[src/rtl/seq_add_rr_arbiter.sv]
// seq_add_rr_arbiter
// Round-robin arbiter that shares one registered add-constant stage
// (O0 = operand + INCR, mod 2^WIDTH) among NUM_REQ ready/valid requesters.
// At most one operand is accepted per cycle. The result is tagged with the
// index of the requester that won.
//
// Ports:
//   CLK            clock, all state on the rising edge
//   RESETN         asynchronous active-low reset
//   CE             clock enable; low freezes the arbiter and output register
//   I0             packed operands, requester i in [i*WIDTH +: WIDTH]
//   valid_data_in  per-requester operand valid
//   ready_data_in  per-requester accept, one-hot or zero (combinational)
//   O0             registered result
//   O0_tag         requester index that produced O0
//   valid_data_out O0/O0_tag valid
//   ready_data_out downstream accepts O0
//   O0_ovf         carry-out of the add (only with SEQ_ADD_ARB_OVF_EN)
//
// Optional feature macro: SEQ_ADD_ARB_OVF_EN adds the registered O0_ovf port.
module seq_add_rr_arbiter #(
    parameter int               NUM_REQ = 4,
    parameter int               WIDTH   = 8,
    parameter logic [WIDTH-1:0] INCR    = WIDTH'(1),
    parameter int               TAG_W   = $clog2(NUM_REQ)
) (
    input  logic                     CLK,
    input  logic                     RESETN,
    input  logic                     CE,
    input  logic [NUM_REQ*WIDTH-1:0] I0,
    input  logic [NUM_REQ-1:0]       valid_data_in,
    output logic [NUM_REQ-1:0]       ready_data_in,
    output logic [WIDTH-1:0]         O0,
    output logic [TAG_W-1:0]         O0_tag,
    output logic                     valid_data_out,
    input  logic                     ready_data_out
`ifdef SEQ_ADD_ARB_OVF_EN
    ,
    output logic                     O0_ovf
`endif
);

    logic               r_run;
    logic [TAG_W-1:0]   r_ptr;
    logic [WIDTH-1:0]   r_o0;
    logic [TAG_W-1:0]   r_tag;
    logic               r_valid;

    logic               w_can_accept;
    logic               w_gnt_any;
    logic [TAG_W-1:0]   w_gnt_idx;
    logic [TAG_W-1:0]   w_next_ptr;
    logic [NUM_REQ-1:0] w_gnt_oh;
    logic [WIDTH-1:0]   w_opnd;
    logic [WIDTH:0]     w_sum;
    int                 w_idx;

    // r_run is a one-stage release synchroniser: it rises on the first edge
    // after RESETN deasserts, so the earliest grant lands on the second edge.
    assign w_can_accept = r_run & CE & (~r_valid | ready_data_out);

    // Search valid requesters starting at the priority pointer, wrapping.
    always_comb begin
        w_gnt_any = 1'b0;
        w_gnt_idx = '0;
        w_gnt_oh  = '0;
        w_opnd    = '0;
        w_idx     = 0;
        for (int k = 0; k < NUM_REQ; k++) begin
            w_idx = int'(r_ptr) + k;
            if (w_idx >= NUM_REQ) begin
                w_idx = w_idx - NUM_REQ;
            end
            if (!w_gnt_any && valid_data_in[w_idx]) begin
                w_gnt_any       = 1'b1;
                w_gnt_idx       = TAG_W'(w_idx);
                w_gnt_oh[w_idx] = 1'b1;
                w_opnd          = I0[w_idx*WIDTH +: WIDTH];
            end
        end
        if (!w_can_accept) begin
            w_gnt_any = 1'b0;
            w_gnt_oh  = '0;
        end
    end

    assign w_next_ptr    = (w_gnt_idx == TAG_W'(NUM_REQ - 1)) ? '0 : w_gnt_idx + TAG_W'(1);
    assign w_sum         = {1'b0, w_opnd} + {1'b0, INCR};
    assign ready_data_in = w_gnt_oh;

    always_ff @(posedge CLK or negedge RESETN) begin
        if (!RESETN) begin
            r_run   <= 1'b0;
            r_ptr   <= '0;
            r_o0    <= '0;
            r_tag   <= '0;
            r_valid <= 1'b0;
        end else begin
            r_run <= 1'b1;
            if (w_gnt_any) begin
                // Covers simultaneous drain and accept: overwrite, stay valid.
                r_o0    <= w_sum[WIDTH-1:0];
                r_tag   <= w_gnt_idx;
                r_valid <= 1'b1;
                r_ptr   <= w_next_ptr;
            end else if (CE && r_valid && ready_data_out) begin
                r_valid <= 1'b0;
            end
        end
    end

    assign O0             = r_o0;
    assign O0_tag         = r_tag;
    assign valid_data_out = r_valid;

`ifdef SEQ_ADD_ARB_OVF_EN
    logic r_ovf;

    always_ff @(posedge CLK or negedge RESETN) begin
        if (!RESETN) begin
            r_ovf <= 1'b0;
        end else if (w_gnt_any) begin
            r_ovf <= w_sum[WIDTH];
        end
    end

    assign O0_ovf = r_ovf;
`else
    logic w_unused_carry;
    assign w_unused_carry = w_sum[WIDTH];
`endif

endmodule

[config.mk]
export PLATFORM = sky130hd
export DESIGN_NAME = seq_add_rr_arbiter
export DESIGN_NICKNAME = d
export VERILOG_FILES = /design/src/rtl/seq_add_rr_arbiter.sv
export SDC_FILE = /design/constraint.sdc
export NUM_CORES = 1
export LEC_CHECK = 0
export BUFFER_PORTS_ARGS = -buffer_cell sky130_fd_sc_hd__buf_2
export CAP_MARGIN = 20
export CORE_UTILIZATION = 35
export CTS_CLUSTER_DIAMETER = 100
export DETAILED_ROUTE_END_ITERATION = 10
export MAX_ROUTING_LAYER = met4
export PLACE_DENSITY_LB_ADDON = 0.12
export SKIP_CTS_REPAIR_TIMING = 1
export SYNTH_ARGS = -nofsm -noshare
export SYNTH_HDL_FRONTEND = slang
export SYNTH_SLANG_ARGS = --single-unit
[constraint.sdc]
create_clock -name CLK -period 5.7 [get_ports CLK]
set_input_delay 0.855 -clock CLK [delete_from_list [all_inputs] [get_ports CLK]]
set_output_delay 0.855 -clock CLK [all_outputs]
set_load 0.05 [all_outputs]
### Word level (Yosys, flattened, before mapping)

Index checks and enable logic that the tools add are counted.

| word-level totals | value |
|---|---|
| flip-flop bits (word level) | 14 |
| bits of input ports | 40 |
| output and inout port bits | 15 |
| word-level logic and storage cells | 96 |

| operators by class | value |
|---|---|
| add/sub/neg operators | 9 |
| $lt $le $gt $ge | 12 |
| equal/unequal tests | 1 |
| shifts and indexed selects | 4 |
| muxes and demuxes | 45 |
| bitwise gates (word level) | 7 |
| reduce and logical (&&, ||, !) cells | 13 |

Operators by type and width:

| cell | count |
|---|---|
| greater-or-equal comparator 32 x 1 -> 1 bit (second input constant) | 4 |
| < comparator 32 x 4 -> 1 bit (second input constant) | 4 |
| two-way mux 32 bit | 4 |
| indexed part select 32 x 32 -> 8 bit | 4 |
| two-way mux 8 bit | 4 |
| two-way mux 4 bit | 5 |
| two-way mux 1 bit | 19 |
| OR 4 bit | 3 |
| subtractor 3 x 3 -> 4 bit (second input constant) | 3 |
| two-way mux 2 bit | 5 |
| greater-or-equal comparator 3 bit (second input constant) | 3 |
| logical AND 1 bit | 9 |
| adder 8 x 1 -> 8 bit (second input constant) | 1 |
| binary-select mux 1 bit (select 2 bit) | 4 |
| demux 1 bit (select 2 bit) | 4 |
| adder 2 x 2 -> 3 bit (second input constant) | 2 |
| subtractor 2 x 3 -> 4 bit (second input constant) | 1 |
| adder 2 x 1 -> 3 bit (second input constant) | 1 |
| greater-or-equal comparator 2 x 3 -> 1 bit (second input constant) | 1 |
| zero test 1 bit | 3 |
| adder 2 x 1 -> 2 bit (second input constant) | 1 |
| AND 1 bit | 2 |
| == test 2 bit (second input constant) | 1 |
| nonzero test 2 bit | 1 |
| other kinds (2) | 2 |

### Depth between registers and ports, before layout

| depth | value |
|---|---|
| word-level depth | 17 |
| gate-level depth with buffers | 18 |
| mapped depth without buffers | 12 |

### Least setup slack after synthesis

OpenSTA, ideal clock, no wires.

| timing path | value |
|---|---|
| kind | register to output |
| start point | register with a tool-made name |
| end point | output port ready_data_in[0] |
| arrival time | 3.699 ns |
| required time | 4.845 ns |
| slack | 1.146 ns |
| cell stages (with the launch flop) | 15 |
| buffers on the path | 6 |
| path through | dfrtp_1 -> buf_6 -> buf_2 -> buf_2 -> buf_2 -> inv_1 -> ha_1 -> buf_6 -> mux4_2 -> buf_6 -> nor2b_1 -> a22oi_1 -> nor2_1 -> a221oi_1 -> nor2_1 |

RTL lines:

| item | line | source |
|---|---|---|
| to (decl) | 32 | `output logic [NUM_REQ-1:0] ready_data_in,` |

==> results.ini <==
[grt]
grt_usage_pct=17.4
grt_pass1_vias=1756
globalRouteOverflowTotal=0
grt_first_pass_wirelength_um=8810
antenna_found_initial=0
grt_max_degree=31

[clock_tree]
clock_latency_ns=0.24
numCtsBuffers=3
path_clk_slew_ns=0.06
numClockSinks=14
tritoncts=built
htree_levels=1
clock_path_buffers=2
cts_root_buf=clkbuf_8

[route]
route.vias.total=1959
wirelength_um=5370
routedWlPerCell_um=15.6
drtIter0Drc=86
dr.pass1.iters=4
ant_nets=0
avgViaCountPerCell=5.68
drc_errors=0

[critical_path]
arrival_ns=3.42
rr_worst_depth=12
cp_max_fo=26
crit_required_ns=4.85
critical_path.startpoint_type=flip-flop
cp-end-kind=output pin
crit_type=reg2out

[synth]
yosysTopAreaCellShare_pct=23.4
synth_edf_count=0
ys_types=48
ys_seq_area_share_pct=15.8
yosys_warnings=0
synth.area.top_cells=mux4_2, dfrtp_1, mux2i_1
netlist_area_um2=2210
synth_area_per_cell_um2=9.92
ys_async_sr_fraction_pct=100
synthCells=223
yosysTopAreaCell=mux4_2
synth-seq-cells=14
ys.flop_type=dfrtp_1
synthesis.nets=271

[job]
cap_viol_max_count=0

[cells_and_area]
fillCellCount=645
n_antenna_cell=0
num-nets-final=319
drive_gt1_share_pct=37.0
regArea_um2=352
syn_to_final_growth_pct=16.0
multi_input_area_um2=1740

[placement]
place_congestion=0.821
io_buffers=54
dp_hpwl_um=4140

[pwr]
finalPower_mw=1.64
power_density_nw_per_um2=641
p_leak_nw=1.14
peakVddDrop_v=0.000281

[timing]
fmax_mhz=234
setup_tns_ns=0
hold_viol_final=0
min_period_over_period_pct=75.1
setup_violations=0
fin_crit_ns=4.28
maxSlewHeadroom_pct=53.3
rsz0062_at_grt=false
finalClockSkew_ns=0.00385
tightest_slew_ns=0.697
slew_viol_final=0

[floorplan]
dieHeight_um=81.5
num_io_pins=55
die_width_um=81.5
coreArea_um2=6030
fp-row-count=28
die-area_um2=6640
start_util_pct=36.7

[outcome]
status=completed

[hold_path]
hold_path.class=reg2reg
whs_path_depth=2

sequential cells by signal, indices dropped and copies added (netlist names), named ones only:
signal	count
O0	8
r_run	1
valid_data_out	1
O0_tag	2
r_ptr	1
cell usage after synthesis, types with 3 or more instances:
| cell | instances |
|---|---|
| a21oi_1 | 4 |
| a221oi_1 | 7 |
| a22oi_1 | 4 |
| buf_2 | 9 |
| buf_6 | 3 |
| clkbuf_1 | 4 |
| dfrtp_1 | 14 |
| ha_1 | 8 |
| inv_1 | 7 |
| mux2_2 | 4 |
| mux2i_1 | 20 |
| mux4_2 | 23 |
| nand2_1 | 29 |
| nand2b_1 | 3 |
| nand3_1 | 4 |
| nor2_1 | 14 |
| nor3_1 | 3 |
| nor3b_1 | 3 |
| o211ai_1 | 5 |
| o21ai_0 | 9 |
| o221ai_1 | 3 |
| o22ai_1 | 5 |
| xnor2_1 | 4 |
kinds of logic after synthesis:
logic type                 synth area share (%)
other                                     0.170
adders and majority gates                  4.53
and+or+nand+nor                            17.6
xor gates and xnor gates                   2.38
buffers and inverters                      5.60
muxes                                      36.9
AOI/OAI and AO/OA                          17.0
DFF                                        15.8
critical path: stages (launching register included):
cell and delay [ns]:
dfrtp_2 0.78, inv_1 0.26, ha_1 0.39, mux4_2 0.64, nor2b_1 0.42, a22oi_1 0.13
nor2_1 0.12, a221oi_1 0.06, nor2_1 0.12, buf_2 0.27
placed cells by master (no fill, tap or decap), drive strengths merged, types with 2 or more instances in the layout:
cell type / n
o211ai: 5
or3: 2
mux4: 25
a221oi: 7
inv: 7
a22oi: 6
nor2b: 2
a21oi: 4
or2: 2
xor2: 2
buf: 59
ha: 8
nor3b: 4
and3: 2
nand2: 29
nand3: 4
mux2: 4
o21bai: 2
nand2b: 3
dfrtp: 14
mux2i: 20
nor3: 3
o21ai: 10
nor2: 14
a221o: 2
o221ai: 3
clkbuf: 4
o22ai: 5
xnor2: 4
nor4b: 2
final cells by class:
| type | instances | area share (%) |
|---|---|---|
| repair buffers | 59 | 12.0 |
| clock buffers | 4 | 1.76 |
| well taps | 75 | 3.66 |
| flip-flops and latches | 14 | 13.7 |
| inverters | 8 | 1.17 |
| multi-input cells | 185 | 67.7 |
power by group:
part           switching [mW]  internal, mW  total (mW)
Combinational           0.778         0.588        1.37
Sequential             0.0561         0.142       0.198
Clock                  0.0308        0.0492      0.0801
through the flow:
step	setup slack (ns)	cells	utilization, %	cell area [µm²]	hold WS, ns
2_1_floorplan	1.15	223	-	2210	0.559
3_5_place_dp	1.65	341	41.8	2520	0.466
5_1_grt	1.14	345	42.6	2570	0.500
3_3_place_gp	1.67	341	41.8	2520	0.458
6_report	1.42	345	42.6	2570	0.467
4_1_cts	1.38	345	42.6	2570	0.477
metal layers:
layer  part of all wire [%]  global-route usage (%)  vias to the layer above  wire length [µm]
met5                      0                       -                        -                 0
met4                      0                    3.39                        0                 0
met3                    5.0                    1.56                        0               271
met2                     44                    25.0                       65              2360
met1                     51                    26.5                      932              2740
li1                       -                       -                      962                 -
worst paths after layout:
| check | from | slack, ns | end |
|---|---|---|---|
| hold / removal | O0[4]$_DFFE_PN0P_ | 0.47 | O0[4]$_DFFE_PN0P_ |
| min in group asynchronous | RESETN | 0.50 | O0_tag[1]$_DFFE_PN0P_ |
| hold reg to reg | O0[4]$_DFFE_PN0P_ | 0.47 | O0[4]$_DFFE_PN0P_ |
| setup / recovery | flip-flop | 1.42 | ready_data_in[2] |
| setup reg to reg | flip-flop | 1.68 | O0[6]$_DFFE_PN0P_ |
| max in group asynchronous | RESETN | 4.95 | async pin |
Power figures use the tool's default switching activity.
